[src/rtl/syn_dp_ram_param.sv]
// Byte-enabled dual-port RAM with a post-reset clear sweep.
// Define SYN_DP_RAM_BYPASS_EN to forward write data on a same-address read.
module syn_dp_ram_param #(
   parameter int RAM_WIDTH = 8,
   parameter int RAM_DEPTH = 16,
   parameter int ADDR_SIZE = 4
) (
   input  logic                   clk,
   input  logic                   reset,
   input  logic                   write,
   input  logic [ADDR_SIZE-1:0]   write_addr,
   input  logic [RAM_WIDTH-1:0]   data_in,
   input  logic [RAM_WIDTH/8-1:0] byte_en,
   input  logic                   read,
   input  logic [ADDR_SIZE-1:0]   read_addr,
   output logic [RAM_WIDTH-1:0]   data_out,
   output logic                   read_valid,
   output logic                   busy
);

   localparam int NB = RAM_WIDTH / 8;
   localparam logic [ADDR_SIZE:0] DEPTH_W =
      (ADDR_SIZE+1)'(RAM_DEPTH);
   localparam logic [ADDR_SIZE-1:0] LAST =
      ADDR_SIZE'(RAM_DEPTH - 1);

   typedef enum logic {
      CLEAR,
      READY
   } state_t;

   state_t               state;
   logic [ADDR_SIZE-1:0] clr_cnt;
   logic [RAM_WIDTH-1:0] mem [RAM_DEPTH];

   logic                 wr_in_range;
   logic                 rd_in_range;
   logic                 wr_en;
   logic                 clr_en;
   logic                 rd_en;
   logic [RAM_WIDTH-1:0] rd_word;

   assign wr_in_range = {1'b0, write_addr} < DEPTH_W;
   assign rd_in_range = {1'b0, read_addr} < DEPTH_W;

   assign clr_en = !reset && (state == CLEAR);
   assign wr_en  = !reset && (state == READY)
                   && write && wr_in_range;
   assign rd_en  = !reset && (state == READY) && read;

   // Out-of-range reads return zero rather than aliasing.
   always_comb begin
      rd_word = '0;
      if (rd_in_range) begin
         rd_word = mem[read_addr];
      end
`ifdef SYN_DP_RAM_BYPASS_EN
      if (wr_en && (write_addr == read_addr)) begin
         for (int k = 0; k < NB; k++) begin
            if (byte_en[k]) begin
               rd_word[8*k +: 8] = data_in[8*k +: 8];
            end
         end
      end
`endif
   end

   // Storage has no reset; the sweep zeroes it afterwards.
   always_ff @(posedge clk) begin
      if (clr_en) begin
         mem[clr_cnt] <= '0;
      end else if (wr_en) begin
         for (int k = 0; k < NB; k++) begin
            if (byte_en[k]) begin
               mem[write_addr][8*k +: 8] <= data_in[8*k +: 8];
            end
         end
      end
   end

   always_ff @(posedge clk) begin
      if (reset) begin
         state      <= CLEAR;
         clr_cnt    <= '0;
         busy       <= 1'b1;
         data_out   <= '0;
         read_valid <= 1'b0;
      end else begin
         unique case (state)
            CLEAR: begin
               read_valid <= 1'b0;
               clr_cnt    <= clr_cnt + ADDR_SIZE'(1);
               if (clr_cnt == LAST) begin
                  state <= READY;
                  busy  <= 1'b0;
               end
            end
            READY: begin
               read_valid <= rd_en;
               if (rd_en) begin
                  data_out <= rd_word;
               end
            end
            default: begin
               state <= CLEAR;
               busy  <= 1'b1;
            end
         endcase
      end
   end

endmodule

[config.mk]
export PLATFORM = sky130hd
export DESIGN_NAME = syn_dp_ram_param
export DESIGN_NICKNAME = d
export VERILOG_FILES = /design/src/rtl/syn_dp_ram_param.sv
export SDC_FILE = /design/constraint.sdc
export NUM_CORES = 1
export LEC_CHECK = 0
export ABC_AREA = 1
export CAP_MARGIN = 20
export CORE_MARGIN = 2
export CORE_UTILIZATION = 62
export CTS_BUF_LIST = sky130_fd_sc_hd__clkbuf_8
export CTS_CLUSTER_DIAMETER = 50
export DETAILED_ROUTE_END_ITERATION = 10
export PLACE_DENSITY = 0.89
export SYNTH_ARGS = -nofsm -noshare
export SYNTH_HDL_FRONTEND = slang
export SYNTH_SLANG_ARGS = --single-unit
[constraint.sdc]
create_clock -name clk -period 2.2 [get_ports clk]
set_input_delay 0.33 -clock clk [delete_from_list [all_inputs] [get_ports clk]]
set_output_delay 0.33 -clock clk [all_outputs]
set_load 0.005 [all_outputs]
# After elaboration in Yosys (flattened, before gate mapping)
# Memory sizes are Yosys's and may differ from the RTL's. A register that Yosys moved wholly into a read port is not among the register bits.
# Cells that the tools add are included.
dict set report op_classes {
  div 0
  n_lt_le_gt_ge 0
  mux 12
  n_addsub 1
  multipliers 0
  eq_ne 1
  n_bitwise 1
  shifts 0
  n_reduce_logical 8
}
# op count
set op_table {}
lappend op_table {{2-to-1 mux 1 bit} 9}
lappend op_table {{2-to-1 mux 8 bit} 1}
lappend op_table {{OR reduction 8 bit} 1}
lappend op_table {{adder 4 x 1 -> 4 bit, second input constant} 1}
lappend op_table {{equality test 4 bit, second input constant} 1}
lappend op_table {{logical AND 1 bit} 4}
lappend op_table {{2-to-1 mux 4 bit} 1}
lappend op_table {{AND reduction 2 bit} 2}
lappend op_table {{one-hot mux 1 bit (2 select lines)} 1}
lappend op_table {{logical NOT 1 bit} 1}
lappend op_table {{inverter 1 bit} 1}
dict set report totals {
  mem_bits_rw 128
  in_bits 21
  mem_count 1
  reg_bits 7
  mem_bits_ro 0
  latchBits 0
  wordCells 28
}
# name depth word_bits rd rd_ports_with_merged_regs write_ports line
set mem_list {}
lappend mem_list {mem 16 8 1 1 1 34} ;# logic [RAM_WIDTH-1:0] mem [RAM_DEPTH];

# Longest topological paths before layout
# Gate-level depths: netlist of the first run.
dict set report depth {
  depth_word 8
  mapped_depth 10
  mapped_depth_nobuf 9
}

# Least setup slack after synthesis of the first run
# OpenSTA, ideal clock, no wires.
dict set report synth_timing {
  kind {reg2reg}
  from {register state}
  to {memory mem[13][0], enable pin}
  arrival_ns 1.461
  path_slack_ns 0.368
  path_stages_with_launch 10
  path_buffers 1
  period_less_slack_ns 1.832
  t_required_ns 1.830
  path_cell_list {dfxtp_1 inv_2 nor2_4 nand3_4 buf_6 nand2_2 o21ai_2 inv_2 nand2_2 nor2_1}
}
dict set report synth_via {
  elab_chain_len 7
}
# element line
set synth_lines {}
lappend synth_lines {{start, declared} 32} ;# state_t state;
lappend synth_lines {{start signal, assigned} 83} ;# state <= CLEAR;
lappend synth_lines {{start signal, assigned} 94} ;# state <= READY;
lappend synth_lines {{start signal, assigned} 105} ;# state <= CLEAR;
lappend synth_lines {{logical AND 1 bit} 47} ;# assign wr_en = !reset && (state == READY)
lappend synth_lines {{logical AND 1 bit} 48} ;# && write && wr_in_range;
lappend synth_lines {{2-to-1 mux 1 bit} 72} ;# end else if (wr_en) begin
lappend synth_lines {{2-to-1 mux 1 bit} 70} ;# if (clr_en) begin
lappend synth_lines {{2-to-1 mux 1 bit (implied by the code)} 75} ;# mem[write_addr][8*k +: 8] <= data_in[8*k +: 8];
lappend synth_lines {{OR reduction 8 bit (no source line)} -}
lappend synth_lines {{2-to-1 mux 4 bit (no source line) or 2-to-1 mux 1 bit (tied branches)} -}
lappend synth_lines {{end, declared} 34}
# Parallel ways exist; a longest one is shown, timed or not.

# Final worst setup path of the first run
dict set report layout_timing {
  from {register state}
  to {memory mem[9][5], enable pin}
}
# Same word-level chain as after synthesis.

==> results of run 1 <==
==> placed cells by master (no fill, tap or decap) <==
master | synthesis | final
o21ai_0 | 2 | 2
clkdlybuf4s50_1 | 0 | 29
nor2_1 | 28 | 28
inv_2 | 3 | 3
dfxtp_1 | 15 | 15
buf_12 | 0 | 3
o21ai_2 | 3 | 3
clkbuf_8 | 0 | 17
nor2_4 | 1 | 1
o21ai_1 | 2 | 2
inv_6 | 0 | 3
clkinv_2 | 0 | 2
buf_4 | 0 | 31
bufinv_16 | 0 | 4
clkinv_1 | 1 | 1
a21oi_1 | 3 | 3
clkinvlp_4 | 0 | 4
nand3_4 | 1 | 1
nand2_2 | 4 | 4
ha_1 | 1 | 1
nand2_1 | 228 | 228
nand3_1 | 95 | 95
buf_2 | 11 | 1
edfxtp_1 | 128 | 128
inv_1 | 92 | 92
==> synthesized netlist by cell type, drive strengths merged <==
cell type	count
nand2	232
edfxtp	128
nand3	96
inv	95
nor2	29
dfxtp	15
buf	14
clkbuf	12
o21ai	7
a21oi	3
clkinv	1
ha	1
==> routing by layer <==
metal	vias up	GRT usage
met2	312	0.4704
li1	2149	-
met5	-	0
met1	2188	0.3566
met3	70	0.07331
met4	0	0.1486
==> power breakdown <==
group          leakage [nW]  switching [mW]  internal (mW)
clock network         0.201           0.971           1.23
logic                  1.50           0.217          0.115
registers              1.48          0.0125           2.95
==> critical path: cells and delay by family (launching register included) <==
kind / cells / cell delay, ns
AO/OA/AOI/OAI: 1 / 0.10
buffers and inverters: 3 / 0.40
flip-flops: 1 / 0.38
AND/OR/NAND/NOR: 5 / 0.79
==> cells by family after synthesis <==
kind of cell,count (synthesis)
AND/OR/NAND/NOR,357
flip-flops,143
buffers and inverters,122
adder cells (fa/ha/maj),1
AO/OA/AOI/OAI,10
==> registers in the layout, indices dropped and copies added, names as in the netlist <==
name and flops:
mem 128, data_out 8, clr_cnt 4, busy 1, read_valid 1, state 1
==> layout make-up <==
class	count	area, um2
multi-input cells	368	1564
fillers	630	2486
inverters	96	360.3
clock buffers	17	234.0
well taps	133	166.4
clock inverters	13	186.4
repair buffers	64	588.1
flip-flops and latches	143	4144
==> path summary, 6_finish.rpt <==
kind              startpoint   endpoint  slack [ns]  cells after the start
hold reg to reg         busy       busy        0.48                      2
setup reg to reg       state  mem[9][5]        0.23                      9
hold / removal          busy       busy        0.48                      2
setup / recovery       state  mem[9][5]        0.23                      9
==> metrics by stage <==
| stage | util | setup WS, ns |
|---|---|---|
| floorplan | - | 0.3683 |
| global placement | 0.7013 | 0.05257 |
| detailed placement | 0.7013 | -0.04175 |
| CTS | 0.7445 | 0.3002 |
| global route | 0.7445 | 0.1839 |
| finish | 0.7445 | 0.2347 |
==> flow_summary.toml, run 1 <==
[synth]
yosys_warnings = 0
synthAdderAreaFrac = 0.002022
syn_area_um2 = 6187
synth_nets = 655
synth_seq_area_share = 0.6698
synth_cells = 633
yosys.area_share.simple = 0.2408
synth_xor_area_frac = 0
synth_top_family_by_area = "simple AND/OR/NAND/NOR gates"
synth_cell_type_count = 20
synthMuxAreaShare = 0
synth-seq-cells = 143
syn_avg_cell_area_um2 = 9.774
synth.area.top_cells = "edfxtp_1 (62%), nand2_1 (14%), nand3_1 (7.7%)"
synth_compound_area_frac = 0.009909
yosys.area.top_type = "edfxtp_1"
synth_top_area_share = 0.6212

[route]
wire_per_inst_um = 18.24
num_vias = 4719
drt-pass1-iter-count = 7
finalWirelength_um = 15220
drcViolationCount = 0
route.met2.wl_um = 7447
ant_nets = 0
drt-met1-wl_um = 5424
viasPerCell = 5.658
top_layer = "met4"
drt_iter0_markers = 659
wl_met3_um = 1699

[clocking]
cts.sinks = 143
cts_setup_buffers = 0
path_clk_slew_ns = 0.08
clk_path_buf_depth = 2
clock_latency_ns = 0.43
htree_levels = 4
cts_tree = "yes"
ctsResizeCount = 0
cts_root_buffer = "clkbuf_8"
cts_made_buffers = 17
holdBufCountCts = 0

[floorplanning]
core_um2 = 9729
fp-row-count = 36
dieArea_um2 = 10790
num_io_pins = 31
die_h_um = 103.9
die_w_um = 103.9
initial_core_util = 0.6359

[power_and_ir_drop]
p_leak_nw = 3.181
finalPower_mw = 5.488
powerDensity_nw_per_um2 = 757.7
ir_worst_vdd_uv = 633.5

[setup_path]
crit_chain = "inv_2, nor2_4, nand3_4, nand2_1, o21ai_1, inv_1, nand3_1, nor2_1, buf_4"
crit_path_end_kind = "register"
slowest_stage = "dfxtp_1"
cp_max_fo = 10
start_kind = "register"
crit_required_ns = 2.34
arrival_ns = 2.11
worstSetupPathType = "register to register"
max_stage_delay_ns = 0.38

[timing]
tns_ns = 0
period_share = 0.8933
hold_viol = 0
clock.fmax_mhz = 508.8
worstMarginPinSlew_ns = 0.6490
finalSetupViolCount = 0
fin_worst_skew_ns = 0.01061
rsz0062_at_grt = "no"
hold-worst-slack_ns = 0.4754
drv_slew = 0
layout_min_cycle_time_ns = 1.965
slew_headroom = 0.5669

[cells_and_area]
num-nets-final = 712
diodes = 0
fin_area_um2 = 7243
finalNonFillerCells = 834
synthToLayoutAreaGrowth_pct = 17.07
drive_above_1_share = 0.1098

[placed_design]
dp_hpwl_um = 9528
placed_cells = 804
place.gp.congestion = 0.8982
port_buffers = 30
place_area_um2 = 6823

[min_path]
min_path_type = "register to register"

[global_route]
grt_remaining_overflow = 0
antenna_found_initial = 0
grt_pass1_wl_um = 23290
grt_max_degree = 65
grt_pass1_vias = 4642
grtUsageTotal = 0.2877

[run]
maxCapViolCount = 0

[run_status]
status = "finished, final reports clean"
No activity file was read; power rests on OpenSTA's default activity.
==> inputs of run 2 (changes only) <==
--- a/config.mk
+++ b/config.mk
@@ -12,6 +12,7 @@
 export CTS_BUF_LIST = sky130_fd_sc_hd__clkbuf_8
 export CTS_CLUSTER_DIAMETER = 50
 export DETAILED_ROUTE_END_ITERATION = 10
+export GPL_TIMING_DRIVEN = 1
 export PLACE_DENSITY = 0.89
 export SYNTH_ARGS = -nofsm -noshare
 export SYNTH_HDL_FRONTEND = slang
==> results of run 2 <==
The final DEF is identical to that of run 1; final timing and power are the same.
